File: src/rtl/seq_scan_pkg.sv
// Shared types and defaults for the sequential "010" scan arbiter.
// The det_state_t encodings are fixed: NOTHING=00, SAW0=01, SAW1=10.
package seq_scan_pkg;
  localparam int NREQ_DEF  = 4;
  localparam int WIDTH_DEF = 8;

  typedef enum logic [1:0] {
    S_IDLE   = 2'd0,
    S_SHIFT  = 2'd1,
    S_REPORT = 2'd2
  } scan_state_t;

  typedef enum logic [1:0] {
    NOTHING = 2'b00,
    SAW0    = 2'b01,
    SAW1    = 2'b10
  } det_state_t;
endpackage

File: src/rtl/pattern_detect_010.sv
// Bit-serial overlapping "010" detector; match is combinational (Mealy) on the current bit.
// clear forces NOTHING, en=0 holds the state.
module pattern_detect_010 (
  input  logic i_clock,
  input  logic i_reset,
  input  logic i_clear,
  input  logic i_en,
  input  logic i_a,
  output logic o_match
);
  import seq_scan_pkg::*;

  det_state_t r_state;
  det_state_t w_next;

  always_ff @(posedge i_clock) begin
    if (i_reset || i_clear) begin
      r_state <= NOTHING;
    end else if (i_en) begin
      r_state <= w_next;
    end
  end

  always_comb begin
    w_next  = r_state;
    o_match = 1'b0;
    case (r_state)
      NOTHING: w_next = i_a ? NOTHING : SAW0;
      SAW0:    w_next = i_a ? SAW1 : SAW0;
      SAW1: begin
        w_next  = i_a ? NOTHING : SAW0;
        o_match = ~i_a;
      end
      default: w_next = NOTHING;
    endcase
  end
endmodule

File: src/rtl/seq_scan_arbiter.sv
// Round-robin arbiter feeding one latched word MSB-first into a shared "010" detector; done WIDTH edges after grant.
// Requests wait while busy (held req is never lost); SEQ_SCAN_ABORT_EN adds i_abort/o_aborted for early termination.
module seq_scan_arbiter
  import seq_scan_pkg::*;
#(
  parameter int NREQ  = NREQ_DEF,
  parameter int WIDTH = WIDTH_DEF,
  localparam int CNT_W = $clog2(WIDTH + 1)
) (
  input  logic                  i_clock,
  input  logic                  i_reset,
  input  logic [NREQ-1:0]       i_req,
  input  logic [NREQ*WIDTH-1:0] i_data,
`ifdef SEQ_SCAN_ABORT_EN
  input  logic                  i_abort,
  output logic                  o_aborted,
`endif
  output logic [NREQ-1:0]       o_gnt,
  output logic                  o_busy,
  output logic                  o_done,
  output logic [CNT_W-1:0]      o_count
);
  localparam int PTR_W = $clog2(NREQ);

  scan_state_t      r_state;
  scan_state_t      w_state_nxt;
  logic [PTR_W-1:0] r_ptr;
  logic [WIDTH-1:0] r_shreg;
  logic [CNT_W-1:0] r_bitcnt;
  logic [CNT_W-1:0] r_count;
  logic [NREQ-1:0]  r_gnt;

  logic             w_start;
  logic             w_shift_en;
  logic             w_abort;
  logic             w_match;
  logic             w_found;
  int               w_idx;
  logic [PTR_W-1:0] w_win;
  logic [WIDTH-1:0] w_win_word;

  // Search starts one past the last winner, wrapping at NREQ.
  always_comb begin
    w_found = 1'b0;
    w_idx   = 0;
    w_win   = r_ptr;
    for (int k = 1; k <= NREQ; k++) begin
      w_idx = int'(r_ptr) + k;
      if (w_idx >= NREQ) w_idx = w_idx - NREQ;
      if (!w_found && i_req[w_idx]) begin
        w_found = 1'b1;
        w_win   = PTR_W'(w_idx);
      end
    end
    w_win_word = i_data[w_win*WIDTH +: WIDTH];
  end

  assign w_start = (r_state == S_IDLE) && (|i_req);

`ifdef SEQ_SCAN_ABORT_EN
  assign w_abort = (r_state == S_SHIFT) && i_abort;
`else
  assign w_abort = 1'b0;
`endif

  assign w_shift_en = (r_state == S_SHIFT) && !w_abort;

  pattern_detect_010 u_det (
    .i_clock (i_clock),
    .i_reset (i_reset),
    .i_clear (w_start),
    .i_en    (w_shift_en),
    .i_a     (r_shreg[WIDTH-1]),
    .o_match (w_match)
  );

  always_comb begin
    w_state_nxt = r_state;
    case (r_state)
      S_IDLE:   if (|i_req) w_state_nxt = S_SHIFT;
      S_SHIFT:  if (w_abort || (r_bitcnt == CNT_W'(WIDTH - 1))) w_state_nxt = S_REPORT;
      S_REPORT: w_state_nxt = S_IDLE;
      default:  w_state_nxt = S_IDLE;
    endcase
  end

  always_ff @(posedge i_clock) begin
    if (i_reset) begin
      r_state  <= S_IDLE;
      r_ptr    <= PTR_W'(NREQ - 1);
      r_shreg  <= '0;
      r_bitcnt <= '0;
      r_count  <= '0;
      r_gnt    <= '0;
    end else begin
      r_state <= w_state_nxt;
      if (w_start) begin
        r_gnt    <= {{(NREQ-1){1'b0}}, 1'b1} << w_win;
        r_ptr    <= w_win;
        r_shreg  <= w_win_word;
        r_bitcnt <= '0;
        r_count  <= '0;
      end else if (w_shift_en) begin
        r_shreg  <= {r_shreg[WIDTH-2:0], 1'b0};
        r_bitcnt <= r_bitcnt + CNT_W'(1);
        if (w_match) r_count <= r_count + CNT_W'(1);
      end
      if (r_state == S_REPORT) r_gnt <= '0;
    end
  end

`ifdef SEQ_SCAN_ABORT_EN
  logic r_aborted;

  always_ff @(posedge i_clock) begin
    if (i_reset) begin
      r_aborted <= 1'b0;
    end else if (w_abort) begin
      r_aborted <= 1'b1;
    end else if (r_state == S_REPORT) begin
      r_aborted <= 1'b0;
    end
  end

  assign o_aborted = r_aborted;
`endif

  assign o_gnt   = r_gnt;
  assign o_busy  = (r_state != S_IDLE);
  assign o_done  = (r_state == S_REPORT);
  assign o_count = r_count;
endmodule
File: config.mk
export PLATFORM = sky130hd
export DESIGN_NAME = seq_scan_arbiter
export DESIGN_NICKNAME = d
export VERILOG_FILES = /design/src/rtl/seq_scan_pkg.sv /design/src/rtl/pattern_detect_010.sv /design/src/rtl/seq_scan_arbiter.sv
export SDC_FILE = /design/constraint.sdc
export NUM_CORES = 1
export LEC_CHECK = 0
export ABC_AREA = 1
export ABC_CLOCK_PERIOD_IN_PS = 1750
export BUFFER_PORTS_ARGS = -buffer_cell sky130_fd_sc_hd__buf_2
export CAP_MARGIN = 20
export CELL_PAD_IN_SITES_DETAIL_PLACEMENT = 0
export CELL_PAD_IN_SITES_GLOBAL_PLACEMENT = 1
export CORE_AREA = 4 4 75 77
export DETAILED_ROUTE_END_ITERATION = 7
export DIE_AREA = 0 0 79 81
export HOLD_SLACK_MARGIN = 0.12
export PLACE_DENSITY = 0.8
export SYNTH_ARGS = -nofsm -noshare
export SYNTH_HDL_FRONTEND = slang
export SYNTH_HIERARCHICAL = 1
export SYNTH_SLANG_ARGS = --single-unit
export TNS_END_PERCENT = 100
File: constraint.sdc
create_clock -name i_clock -period 1.75 [get_ports i_clock]
set_input_delay 0.175 -clock i_clock [delete_from_list [all_inputs] [get_ports i_clock]]
set_output_delay 0.175 -clock i_clock [all_outputs]
set_load 0.1 [all_outputs]
Word level (Yosys, flattened, before mapping)
Cells that the tools add are included.
- register bits: 26
- input port bits: 38
- logic and storage cells: 85
- memory bits (read-only): 0
- latch bits: 0
- memories kept: 0
- RAM bits: 0
- equality and inequality tests: 7
- shift-type cells: 2
- reduce and logical (&&, ||, !) cells: 18
- multiply operators: 0
- $lt $le $gt $ge: 8
- muxes and demuxes: 32
- add/subtract/negate cells: 10
- div/mod/pow operators: 0
- bitwise logic cells: 1
- operators by type and width (kind ; number):
    less-than comparator 32 x 4 -> 1 bit (second input constant) ; 4
    2-to-1 mux 32 bit ; 4
    indexed part select 32 x 6 -> 8 bit ; 1
    2-to-1 mux 8 bit ; 2
    2-to-1 mux 2 bit ; 7
    2-to-1 mux 1 bit ; 13
    subtractor 3 x 3 -> 4 bit (second input constant) ; 3
    >= comparator 3 bit (second input constant) ; 3
    adder 4 x 1 -> 4 bit (second input constant) ; 2
    binary-select mux 1 bit (select 2 bit) ; 4
    case mux 2 bit (2 select lines) ; 2
    adder 2 x 2 -> 3 bit (second input constant) ; 2
    OR reduction 2 bit ; 3
    subtractor 4 x 3 -> 5 bit (second input constant) ; 1
    adder 2 x 3 -> 4 bit (second input constant) ; 1
    equality test 2 x 1 -> 1 bit (second input constant) ; 2
    equality test 2 bit (second input constant) ; 2
    equality test 4 x 3 -> 1 bit (second input constant) ; 1
    >= comparator 4 x 3 -> 1 bit (second input constant) ; 1
    logical AND 1 bit ; 4
    logical NOT 2 bit ; 2
    AND reduction 2 bit ; 2
    nonzero test 2 bit ; 2
    OR reduction 4 bit ; 1
    7 further kinds ; 9

Depth between registers and ports, before layout
Gate-level depths: netlist of run 1.
- depth after elaboration: 18
- mapped depth: 14
- depth with buffers taken out: 14

By module
Netlist of run 1, hierarchy kept.
- modules (own cells, without submodules) (module ; times used ; area an instance (sq um) ; cells an instance):
    seq_scan_arbiter ; 1 ; 1649.1 ; 248
    pattern_detect_010 ; 1 ; 108.9 ; 17

Least setup slack after synthesis of run 1
Ideal clock, no wire load.
- path kind: register to register
- start point: reg, netlist name r_state[1]
- end point: reg r_gnt[0] (netlist: o_gnt[0])
- required time: 1.631 ns
- clock period less this slack: 2.108 ns
- cell stages (with the launch flop): 6
- library setup time: 0.119 ns
- path buffers: 0
- data arrival time: 1.989 ns
- path slack: -0.358 ns
- cell sequence: dfxtp_1 -> inv_1 -> nor2_1 -> nor2_1 -> nand2_1 -> nor3b_2
- RTL lines (element ; RTL line ; text):
    to (signal assigned) ; seq_scan_arbiter.sv:98 ; r_gnt <= {{(NREQ-1){1'b0}}, 1'b1} << w_win;
    to (decl) ; seq_scan_arbiter.sv:31 ; logic [NREQ-1:0] r_gnt;

Final worst setup path of run 1
- start point: reg r_ptr[0]
- end point: reg r_shreg[4]
- longest elaborated chain between the ends: 18
- ends and longest elaborated chain (element ; RTL line ; text):
    from (decl) ; seq_scan_arbiter.sv:27 ; logic [PTR_W-1:0] r_ptr;
    from (signal assigned) ; seq_scan_arbiter.sv:90 ; r_ptr <= PTR_W'(NREQ - 1);
    from (signal assigned) ; seq_scan_arbiter.sv:99 ; r_ptr <= w_win;
    adder 2 x 1 -> 3 bit ; seq_scan_arbiter.sv:48 ; w_idx = int'(r_ptr) + k;
    subtractor 3 x 3 -> 4 bit or >= comparator 3 bit (tied branches) ; seq_scan_arbiter.sv:49 ; if (w_idx >= NREQ) w_idx = w_idx - NREQ;
    2-to-1 mux 32 bit ; seq_scan_arbiter.sv:49 ;
    binary-select mux 1 bit (select 2 bit) ; seq_scan_arbiter.sv:50 ; if (!w_found && i_req[w_idx]) begin
    2-to-1 mux 1 bit (implied by the code) (2 in a row) ; seq_scan_arbiter.sv:50 ;
    2-to-1 mux 1 bit ; seq_scan_arbiter.sv:50 ;
    logical NOT 1 bit ; seq_scan_arbiter.sv:50 ;
    logical AND 1 bit ; seq_scan_arbiter.sv:50 ;
    2-to-1 mux 1 bit ; seq_scan_arbiter.sv:50 ;
    logical NOT 1 bit ; seq_scan_arbiter.sv:50 ;
    logical AND 1 bit ; seq_scan_arbiter.sv:50 ;
    2-to-1 mux 1 bit ; seq_scan_arbiter.sv:50 ;
    logical NOT 1 bit ; seq_scan_arbiter.sv:50 ;
    logical AND 1 bit ; seq_scan_arbiter.sv:50 ;
    2-to-1 mux 2 bit (*) ; seq_scan_arbiter.sv:50 ;
    indexed part select 32 x 6 -> 8 bit (*) ; seq_scan_arbiter.sv:55 ; w_win_word = i_data[w_win*WIDTH +: WIDTH];
    2-to-1 mux 8 bit (*) ; seq_scan_arbiter.sv:97 ; if (w_start) begin
    to (signal assigned) ; seq_scan_arbiter.sv:100 ; r_shreg <= w_win_word;
    to (signal assigned) ; seq_scan_arbiter.sv:104 ; r_shreg <= {r_shreg[WIDTH-2:0], 1'b0};
    to (decl) ; seq_scan_arbiter.sv:28 ; logic [WIDTH-1:0] r_shreg;
Every way passes the cells marked *; elsewhere a longest branch is shown, timed or not. The select of a mux whose other input is x is not followed.
A chain may end at the register's enable or synchronous reset.

==> flow_summary.ini, run 1 <==
[status]
run_status = finished clean

[floorplanning]
ios = 48
die_y_um = 81
start_util_pct = 35.1
dieArea_mm2 = 0.00640
std_cell_rows = 26
die_w_um = 79
core-area_mm2 = 0.00501

[final_layout]
fin_cells = 400
drive_above_1_share_pct = 36.4
fin_nets = 371
area_growth_pct = 38.4
diodes = 0
nFillCells = 549

[sta]
min_period_ns = 1.70
setup_viol_count_final = 0
fmax_mhz = 588
tightest_slew_ns = 0.488
hold_violations = 0
relSlewSlack_pct = 67.7
maxSlewViolCount = 0
finalCritPeriodShare_pct = 97.1
final.setup.worst_slack_ns = 0.0499
skew_ns = 0.00209
rsz0062_at_grt = true

[cts]
clock_latency_ns = 0.26
tritoncts = done
cts_root_buf = clkbuf_8
clockBufferDepth = 2
cts_sinks = 26
path_clk_slew_ns = 0.08
numCtsBuffers = 3
cts_max_level = 1
postCtsHoldBufs = 0

[routing]
final_antenna_net_count = 0
drc = 0
vias = 1930
detail_route.vias_per_cell = 4.83
wirelength_um = 4700
wl_per_cell_um = 11.7
drt-pass1-iter-count = 4
dr.first_iter.drc_count = 80

[critical_path]
start_kind = flop
reg2reg_depth = 13
ff2ff_setup_slack_ns = 0.05
worstPathRequired_ns = 1.95
r2r_start = r_ptr[0]
crit_start = r_ptr[0]
regToRegEndpoint = r_shreg[4]
crit_arrival_ns = 1.90
critPathMaxFanout = 7
crit_path_end_kind = flop
critPathCapture = r_shreg[4]
path_class = flop to flop

[synthesis]
synth_nets = 305
async_reset_ff_share_pct = 0
ys.flop_type = dfxtp_1
ys_types = 31
syn_area_mm2 = 0.00176
yosys_warnings = 6
synth-edff-count = 0
synth_cells = 265
syn_area_per_cell_um2 = 6.63
seq_area_frac_synth_pct = 29.6
ys_ff_latch = 26

[global_routing]
grt_use_total_pct = 13.9
grt_overflow = 0
grt_antenna_before_repair = 0
grt_pass1_wl_um = 7360
first_global_vias = 1720
grt_max_degree = 18

[power_and_ir_drop]
ir_worst_vdd_mv = 0.556
power_density_mw_per_mm2 = 1310
p_leak_nw = 1.19

[placed_design]
pre_cts_ws_ns = -0.0291
dp_hpwl_um = 3560
port_buffers = 47
gp_congestion = 0.777
placedCellCount = 392

[job]
cap_violations = 0

[hold_path]
hp-class = input port to flop
-- cell families after synthesis --
family,Yosys count,share of synthesized area [%]
AND/OR/NAND/NOR,163,46.8
buffers and inverters,36,9.68
AO/OA/AOI/OAI,35,11.0
flip-flops,26,29.6
XOR/XNOR,3,1.49
adder cells (fa/ha/maj),2,1.42
-- critical path, cell delays in order (launching register included) --
cell      delay (ns)
dfxtp_4         0.40
inv_4           0.07
nand2_2         0.10
nand2_4         0.08
nand2_4         0.08
nand2_4         0.08
nand2_4         0.10
nand3_4         0.15
buf_4           0.18
nand3b_1        0.07
nand2_1         0.07
nand2_1         0.06
nand3_1         0.07
a21oi_1         0.12
-- registers in the layout, summed over array words and instances (netlist names) --
signal         flops
o_count            4
o_gnt              4
r_bitcnt           4
r_ptr              2
r_shreg            8
r_state            2
u_det/r_state      2
-- layout by cell type (no fill, tap or decap) --
| master | n |
|---|---|
| nand2_1 | 61 |
| buf_2 | 47 |
| nand3_1 | 38 |
| inv_1 | 25 |
| dfxtp_1 | 24 |
| nand2_4 | 18 |
| o21ai_0 | 15 |
| buf_4 | 14 |
| a21oi_1 | 13 |
| nor2_1 | 11 |
| nand3b_1 | 8 |
| nand2_2 | 7 |
| nand3_2 | 6 |
| a21oi_2 | 4 |
| clkbuf_8 | 4 |
| nor2_2 | 3 |
| inv_4 | 3 |
| xor2_1 | 2 |
| nor3b_1 | 2 |
| nand3_4 | 2 |
| inv_2 | 2 |
| o211ai_1 | 2 |
| nor3_1 | 2 |
| nand4_1 | 2 |
| ha_1 | 2 |
| buf_12 | 2 |
| dfxtp_4 | 2 |
| nor4_1 | 1 |
| xnor2_1 | 1 |
| inv_6 | 1 |
| nand2_8 | 1 |
| nor3b_2 | 1 |
| a31oi_1 | 1 |
| clkbuf_16 | 1 |
| buf_6 | 1 |
| nor2_4 | 1 |
-- worst min-delay path by stage --
| stage | startpoint | endpoint | cells after the start |
|---|---|---|---|
| floorplan | i_reset | r_shreg[0] | 1 |
| global placement | o_gnt[1] | o_gnt[1] | 2 |
| detailed placement | o_gnt[3] | o_gnt[3] | 2 |
| CTS | i_reset | r_shreg[0] | 2 |
| global route | i_reset | r_shreg[0] | 2 |
| finish | i_reset | r_shreg[0] | 2 |
-- metal layers --
layer / track usage, % / vias up / part of all wire, %
met5: 0 / - / 0
met4: 3.78 / 0 / 2.2
met3: 2.44 / 12 / 3.4
met2: 23.1 / 38 / 48
met1: 18.6 / 877 / 46
li1: - / 1003 / -
-- synthesized netlist by cell type, drive strengths merged (3+ instances only) --
cell / number / area [µm²]
nand3: 46 / 258
o21ai: 15 / 75.1
nor3b: 3 / 27.5
dfxtp: 26 / 521
buf: 4 / 45.0
nand3b: 8 / 60.1
a21oi: 17 / 96.4
nand2: 86 / 383
nor2: 15 / 66.3
inv: 31 / 121
-- cell type report --
type | count | area, µm² | share of cell area, %
clock buffer | 4 | 55.1 | 2.26
tap | 70 | 87.6 | 3.60
multi-input combinational | 204 | 1220 | 50.0
sequential | 26 | 528 | 21.7
inverter | 31 | 129 | 5.30
timing repair buffer | 65 | 417 | 17.1
-- metrics by stage --
stage                     util, %  hold slack, ns  TNS [ns]  power, mW  area (µm²)
after detailed placement     43.2           0.453    -0.160       2.43        2160
after floorplan                 -           0.237         0       2.02        1760
final                        48.6           0.175         0       3.20        2430
after global routing         48.6           0.168    -0.385       3.45        2430
after global placement       43.2           0.451    -0.189       2.43        2160
after CTS                    44.4           0.176         0       2.83        2220
-- power breakdown --
group          total [mW]  switching, mW  leakage [nW]  internal (mW)
logic                2.06           1.27         0.948          0.792
registers           0.755         0.0651         0.213          0.690
clock network       0.376          0.175        0.0288          0.201
-- timing repair --
action                     4_1_cts  5_1_grt
cloned                           0        2
setup endpoints to repair       11       14
resized for setup                2       37
buffers inserted                 0        2
pin swaps                        0       20
Power figures use the tool's default switching activity.
==> inputs of run 2 (changes only) <==
Settings changed: ABC_AREA 1 to default, CORE_AREA 4 4 75 77 to 4 4 70 72, CTS_CLUSTER_SIZE from default to 24, DIE_AREA 0 0 79 81 to 0 0 74 76, PLACE_DENSITY 0.8 to 0.78.
==> run 2 against run 1 <==
Against the previous run:
- first-iteration DRC count decreased by 41%
- cell area decreased by 20%
- synthesized area decreased by 15%
- die area decreased by 12%
- critical path type unchanged
- highest routed layer unchanged
==> flow_summary.ini, run 2 <==
[status]
run_status = finished clean

[cts]
cts_setup_buffers = 0
cts_root_buf = clkbuf_8
cts_sinks = 26
cts_max_level = 1
clockBufferDepth = 2
tritoncts = done
postCtsHoldBufs = 0
path_clk_slew_ns = 0.09
clock_latency_ns = 0.27
numCtsBuffers = 3

[synthesis]
seq_area_frac_synth_pct = 35.0
syn_area_per_cell_um2 = 8.41
ys_ff_latch = 26
synth_cells = 177
synth_nets = 217
synth_xor_area_share_pct = 2.94
synth-compound-area-share_pct = 26.8
synth_top_family_by_area = compound AO/OA/AOI/OAI gates
yosysTopAreaCell = dfxtp_1
yosys.area.top_type_share_pct = 35.0
synth-edff-count = 0
yosys_warnings = 6
yosys.area_share.simple_pct = 26.1
synth_common_cells = 26 x dfxtp_1, 24 x nor2_1, 11 x nand2_1, 10 x a21oi_1, 9 x o21ai_1
synthMuxAreaShare_pct = 2.10
synth.area.top_cells = dfxtp_1 35%, nor2_1 6.1%, a221oi_1 4.1%
synth_fa_ha_area_share_pct = 1.68
syn_area_mm2 = 0.00149
synth_most_common_cell = dfxtp_1
ys_types = 46
async_reset_ff_share_pct = 0
ys.flop_type = dfxtp_1

[power_and_ir_drop]
intPower_mw = 1.04
ir_worst_vdd_mv = 0.515
switchingPower_mw = 0.505
pwr-share-seq_pct = 43.2
swShare_pct = 32.6
pwr-share-clk_pct = 24.9
power_density_mw_per_mm2 = 795
power_frac_comb_pct = 31.8
power_mw = 1.55
p_leak_nw = 0.858

[sta]
fin_setup_tns_ns = 0
maxSlewViolCount = 0
whs_ns = 0.301
fmax_mhz = 617
skew_ns = 0.00191
rsz0062_at_grt = false
final.setup.worst_slack_ns = 0.128
finalCritPeriodShare_pct = 92.7
relSlewSlack_pct = 67.8
tightest_slew_ns = 0.487
hold_violations = 0
setup_viol_count_final = 0
min_period_ns = 1.62

[placed_design]
port_buffers = 47
gp_congestion = 0.689
placedCellCount = 282
dp_hpwl_um = 2860
pre_cts_ws_ns = 0.0293
place_area_mm2 = 0.00185

[final_layout]
largest_reg_flops = 8
finalInstanceArea_mm2 = 0.00195
fin_util_pct = 45.3
drive_above_1_share_pct = 37.6
fin_nets = 275
nFillCells = 447
diodes = 0
fin_cells = 286
final_common_cell = buf_2
largest_register = r_shreg
layout_common_cells = 47 x buf_2, 24 x nor2_1, 24 x dfxtp_1, 16 x buf_4, 11 x nand2_1
area_growth_pct = 30.8

[routing]
dr.first_iter.drc_count = 47
final_antenna_net_count = 0
wirelength_um = 3700
vias = 1472
detail_route.vias_per_cell = 5.15
wl_per_cell_um = 12.9
drt-pass1-iter-count = 4
drc = 0

[floorplanning]
std_cell_rows = 24
die_y_um = 76
start_util_pct = 34.7
ios = 48
die_w_um = 74
core-area_mm2 = 0.00429
dieArea_mm2 = 0.00562

[global_routing]
first_global_vias = 1348
grt_overflow = 0
grt_pass1_wl_um = 6020
grt_max_degree = 19
grt_use_total_pct = 13.0
grt_antenna_before_repair = 0

[critical_path]
crit_arrival_ns = 1.76
worstPathRequired_ns = 1.89
critPathMaxFanout = 8
path_class = flop to flop
critical-path-top-delay-family = compound AO/OA/AOI/OAI gates
slowest_delay_ns = 0.38
ff2ff_setup_slack_ns = 0.13
crit_path_end_kind = flop
path_cells = nand2b_1 -> a31oi_1 -> o22ai_2 -> buf_4 -> a221oi_1 -> a2111oi_2
cp_slowest_cell = a221oi_1
start_kind = flop
crit_buf_inv = 1

[hold_path]
hp-class = input port to flop

[job]
cap_violations = 0
[run 2: area by class of cell]
cell class                      count  area (µm²)  area share [%]
Clock buffer                        4        55.1            2.83
Inverter                            5        18.8           0.964
Multi-Input combinational cell    136         927            47.6
Timing Repair Buffer               63         355            18.3
Sequential cell                    26         526            27.0
Tap cell                           52        65.1            3.34
[run 2: metal layers]
layer  vias to the layer above  GRT usage [%]  share of wire (%)  wire, µm
met5                         -              0                  0         0
met4                         0           2.17               0.51        19
met3                         2           2.90                4.5       166
met2                        28           21.2                 47      1740
met1                       681           17.5                 48      1780
li1                        761              -                  -         -
[run 2: power by group through the flow]
stage	sequential, mW	clock (mW)	combinational (mW)
floorplan	0.727	0	0.285
global placement	0.679	0	0.479
detailed placement	0.681	0	0.478
CTS	0.667	0.405	0.480
global route	0.675	0.417	0.542
finish	0.669	0.386	0.493
[run 2: repair_timing]
item                       CTS  global route
gates resized for setup      0             9
hold endpoints to repair     0             0
setup endpoints to repair    0             8
[run 2: path summary, 6_finish.rpt]
| check | end | start | cells past startpoint |
|---|---|---|---|
| worst max-delay path | r_shreg[6] | r_ptr[0] | 6 |
| worst min-delay path | r_shreg[0] | i_data[16] | 4 |
| worst max register to register | r_shreg[6] | r_ptr[0] | 6 |
| worst min register to register | o_gnt[2] | o_gnt[2] | 2 |
[run 2: tightest hold or removal path: cells and delay by family]
kind,cells,cell delay (ns)
buffers and inverters,2,0.14
AOI/OAI and AO/OA,2,0.22
[run 2: logic make-up after synthesis]
kind of cell,Yosys count
simple gates,75
flops,26
mux,3
buf+inv,15
fa+ha+maj,2
compound gates,51
xor+xnor,5
==> inputs of run 3 (changes only) <==
Settings changed: CORE_AREA 4 4 70 72 to 2 2 68 70, DIE_AREA 0 0 74 76 to 0 0 70 72, PLACE_DENSITY 0.78 to 0.77.
==> run 3 against run 2 <==
Against the previous run:
- global-route usage is 2.0 points higher
- largest cell class unchanged
- via count up 1.6%
- wire length grew 0.76%
==> flow_summary.ini, run 3 (same netlist as run 2, synthesis figures left out) <==
[status]
run_status = finished clean

[placed_design]
port_buffers = 47
dp_hpwl_um = 2710
placedCellCount = 282
gp_congestion = 0.712

[power_and_ir_drop]
power_density_mw_per_mm2 = 773
switchingPower_mw = 0.522
swShare_pct = 33.9
p_leak_nw = 0.878
power_mw = 1.54
ir_worst_vdd_mv = 0.397
pwr-share-seq_pct = 43.4
power_frac_comb_pct = 34.3
pwr-share-clk_pct = 22.2
intPower_mw = 1.02

[sta]
skew_ns = 0.00988
rsz0062_at_grt = true
hold_violations = 0
tightest_slew_ns = 0.583
fmax_mhz = 593
relSlewSlack_pct = 61.1
setup_viol_count_final = 0
finalCritPeriodShare_pct = 96.3
maxSlewViolCount = 0
min_period_ns = 1.69

[floorplanning]
dieArea_mm2 = 0.00504
die_w_um = 70
core-area_mm2 = 0.00426
ios = 48
std_cell_rows = 24
die_y_um = 72
start_util_pct = 34.9

[critical_path]
worstPathRequired_ns = 1.89
cp_slowest_cell = dfxtp_2
r2r_start = r_ptr[0]
regToRegEndpoint = r_shreg[4]
path_class = flop to flop
ff2ff_setup_slack_ns = 0.06
path_cells = buf_4 -> nor4b_2 -> a31oi_1 -> o22ai_2 -> buf_6 -> a221oi_1 -> a2111oi_2
reg2reg_depth = 7
slowest_delay_ns = 0.35
crit_arrival_ns = 1.82
critPathMaxFanout = 8
crit_buf_inv = 2
critical-path-top-delay-family = compound AO/OA/AOI/OAI gates
crit_path_end_kind = flop
start_kind = flop

[cts]
clock_latency_ns = 0.27
cts_sinks = 26
path_clk_slew_ns = 0.09
clockBufferDepth = 2
numCtsBuffers = 3
cts_root_buf = clkbuf_8
cts_max_level = 1
tritoncts = done

[routing]
wirelength_um = 3730
dr.first_iter.drc_count = 46
drc = 0
wl_per_cell_um = 13.0
drt-pass1-iter-count = 4
final_antenna_net_count = 0
vias = 1496
detail_route.vias_per_cell = 5.23

[final_layout]
nFillCells = 427
fin_nets = 276
final_common_cell = buf_2
layout_common_cells = 47 x buf_2, 24 x nor2_1, 24 x dfxtp_1, 14 x buf_4, 11 x nand2_1
drive_above_1_share_pct = 39.7
diodes = 0
area_growth_pct = 33.9
largest_reg_flops = 8
largest_register = r_shreg
fin_cells = 286

[global_routing]
met1_usage_pct = 19.6
top_usage_layer = met2
grt_overflow = 0
grt_max_degree = 19
grt_use_total_pct = 15.0
use_met3_pct = 3.33
grtUsageMet2_pct = 25.9
grt_pass1_wl_um = 6130
grt_antenna_before_repair = 0
first_global_vias = 1350

[job]
cap_violations = 0

[hold_path]
whs_path_depth = 4
hp-class = input port to flop
min-delay-start = i_data[16]
hold_end = r_shreg[0]
run 3: cell count changes in the layout (fill, tap and decap cells not counted), moves of 2 or more:
cell      before  now
a221oi_2       2    4
buf_6          0    2
a221oi_1       5    3
buf_4         16   14
run 3: power by group through the flow:
stage / Combinational [mW] / Clock, mW / Sequential (mW)
final: 0.529 / 0.343 / 0.669
after CTS: 0.491 / 0.353 / 0.665
after global routing: 0.577 / 0.383 / 0.675
after detailed placement: 0.488 / 0 / 0.678
after floorplan: 0.285 / 0 / 0.727
after global placement: 0.486 / 0 / 0.678
run 3: repair_timing:
item,CTS,global route
resized for setup,1,15
hold buffers,0,0
endpoints found under the hold margin,0,0
setup buffers,0,1
endpoints found under the setup margin,7,8
run 3: worst register-to-register path: stages, from the launching register on:
cell	delay, ns
dfxtp_2	0.35
buf_4	0.14
nor4b_2	0.15
a31oi_1	0.17
o22ai_2	0.11
buf_6	0.15
a221oi_1	0.35
a2111oi_2	0.12
run 3: area by class of cell:
cell class / count / area (µm²) / share of cell area, %
clock buffers: 3 / 41.3 / 2.07
inverters: 5 / 18.8 / 0.942
well taps: 52 / 65.1 / 3.26
repair buffers: 64 / 383 / 19.2
flip-flops and latches: 26 / 523 / 26.2
multi-input cells: 136 / 962 / 48.3
run 3: through the flow:
step	setup TNS (ns)	hold WS, ns	util, %	worst slack (ns)	cell area, µm²
after floorplan	0	0.245	-	0.0653	1490
after global placement	-1.62	0.438	43.8	-0.239	1870
after detailed placement	-1.97	0.442	43.8	-0.306	1870
after CTS	0	0.305	44.8	0.00750	1910
after global routing	-0.0210	0.310	46.7	-0.0122	1990
final	0	0.311	46.7	0.0650	1990
run 3: how the worst max path moves through the flow:
stage,endpoint,depth (start not counted),start
floorplan,r_shreg[1],7,r_ptr[1]
global placement,r_shreg[5],4,r_ptr[0]
detailed placement,r_shreg[2],4,r_ptr[0]
CTS,r_shreg[7],4,r_ptr[0]
global route,r_shreg[4],7,r_ptr[0]
finish,r_shreg[4],7,r_ptr[0]
run 3: routing by layer:
metal,part of all wire [%],wire length (µm),vias up
met4,0.59,22,0
li1,-,-,765
met2,48,1790,29
met5,0,0,-
met1,48,1780,697
met3,3.6,134,5
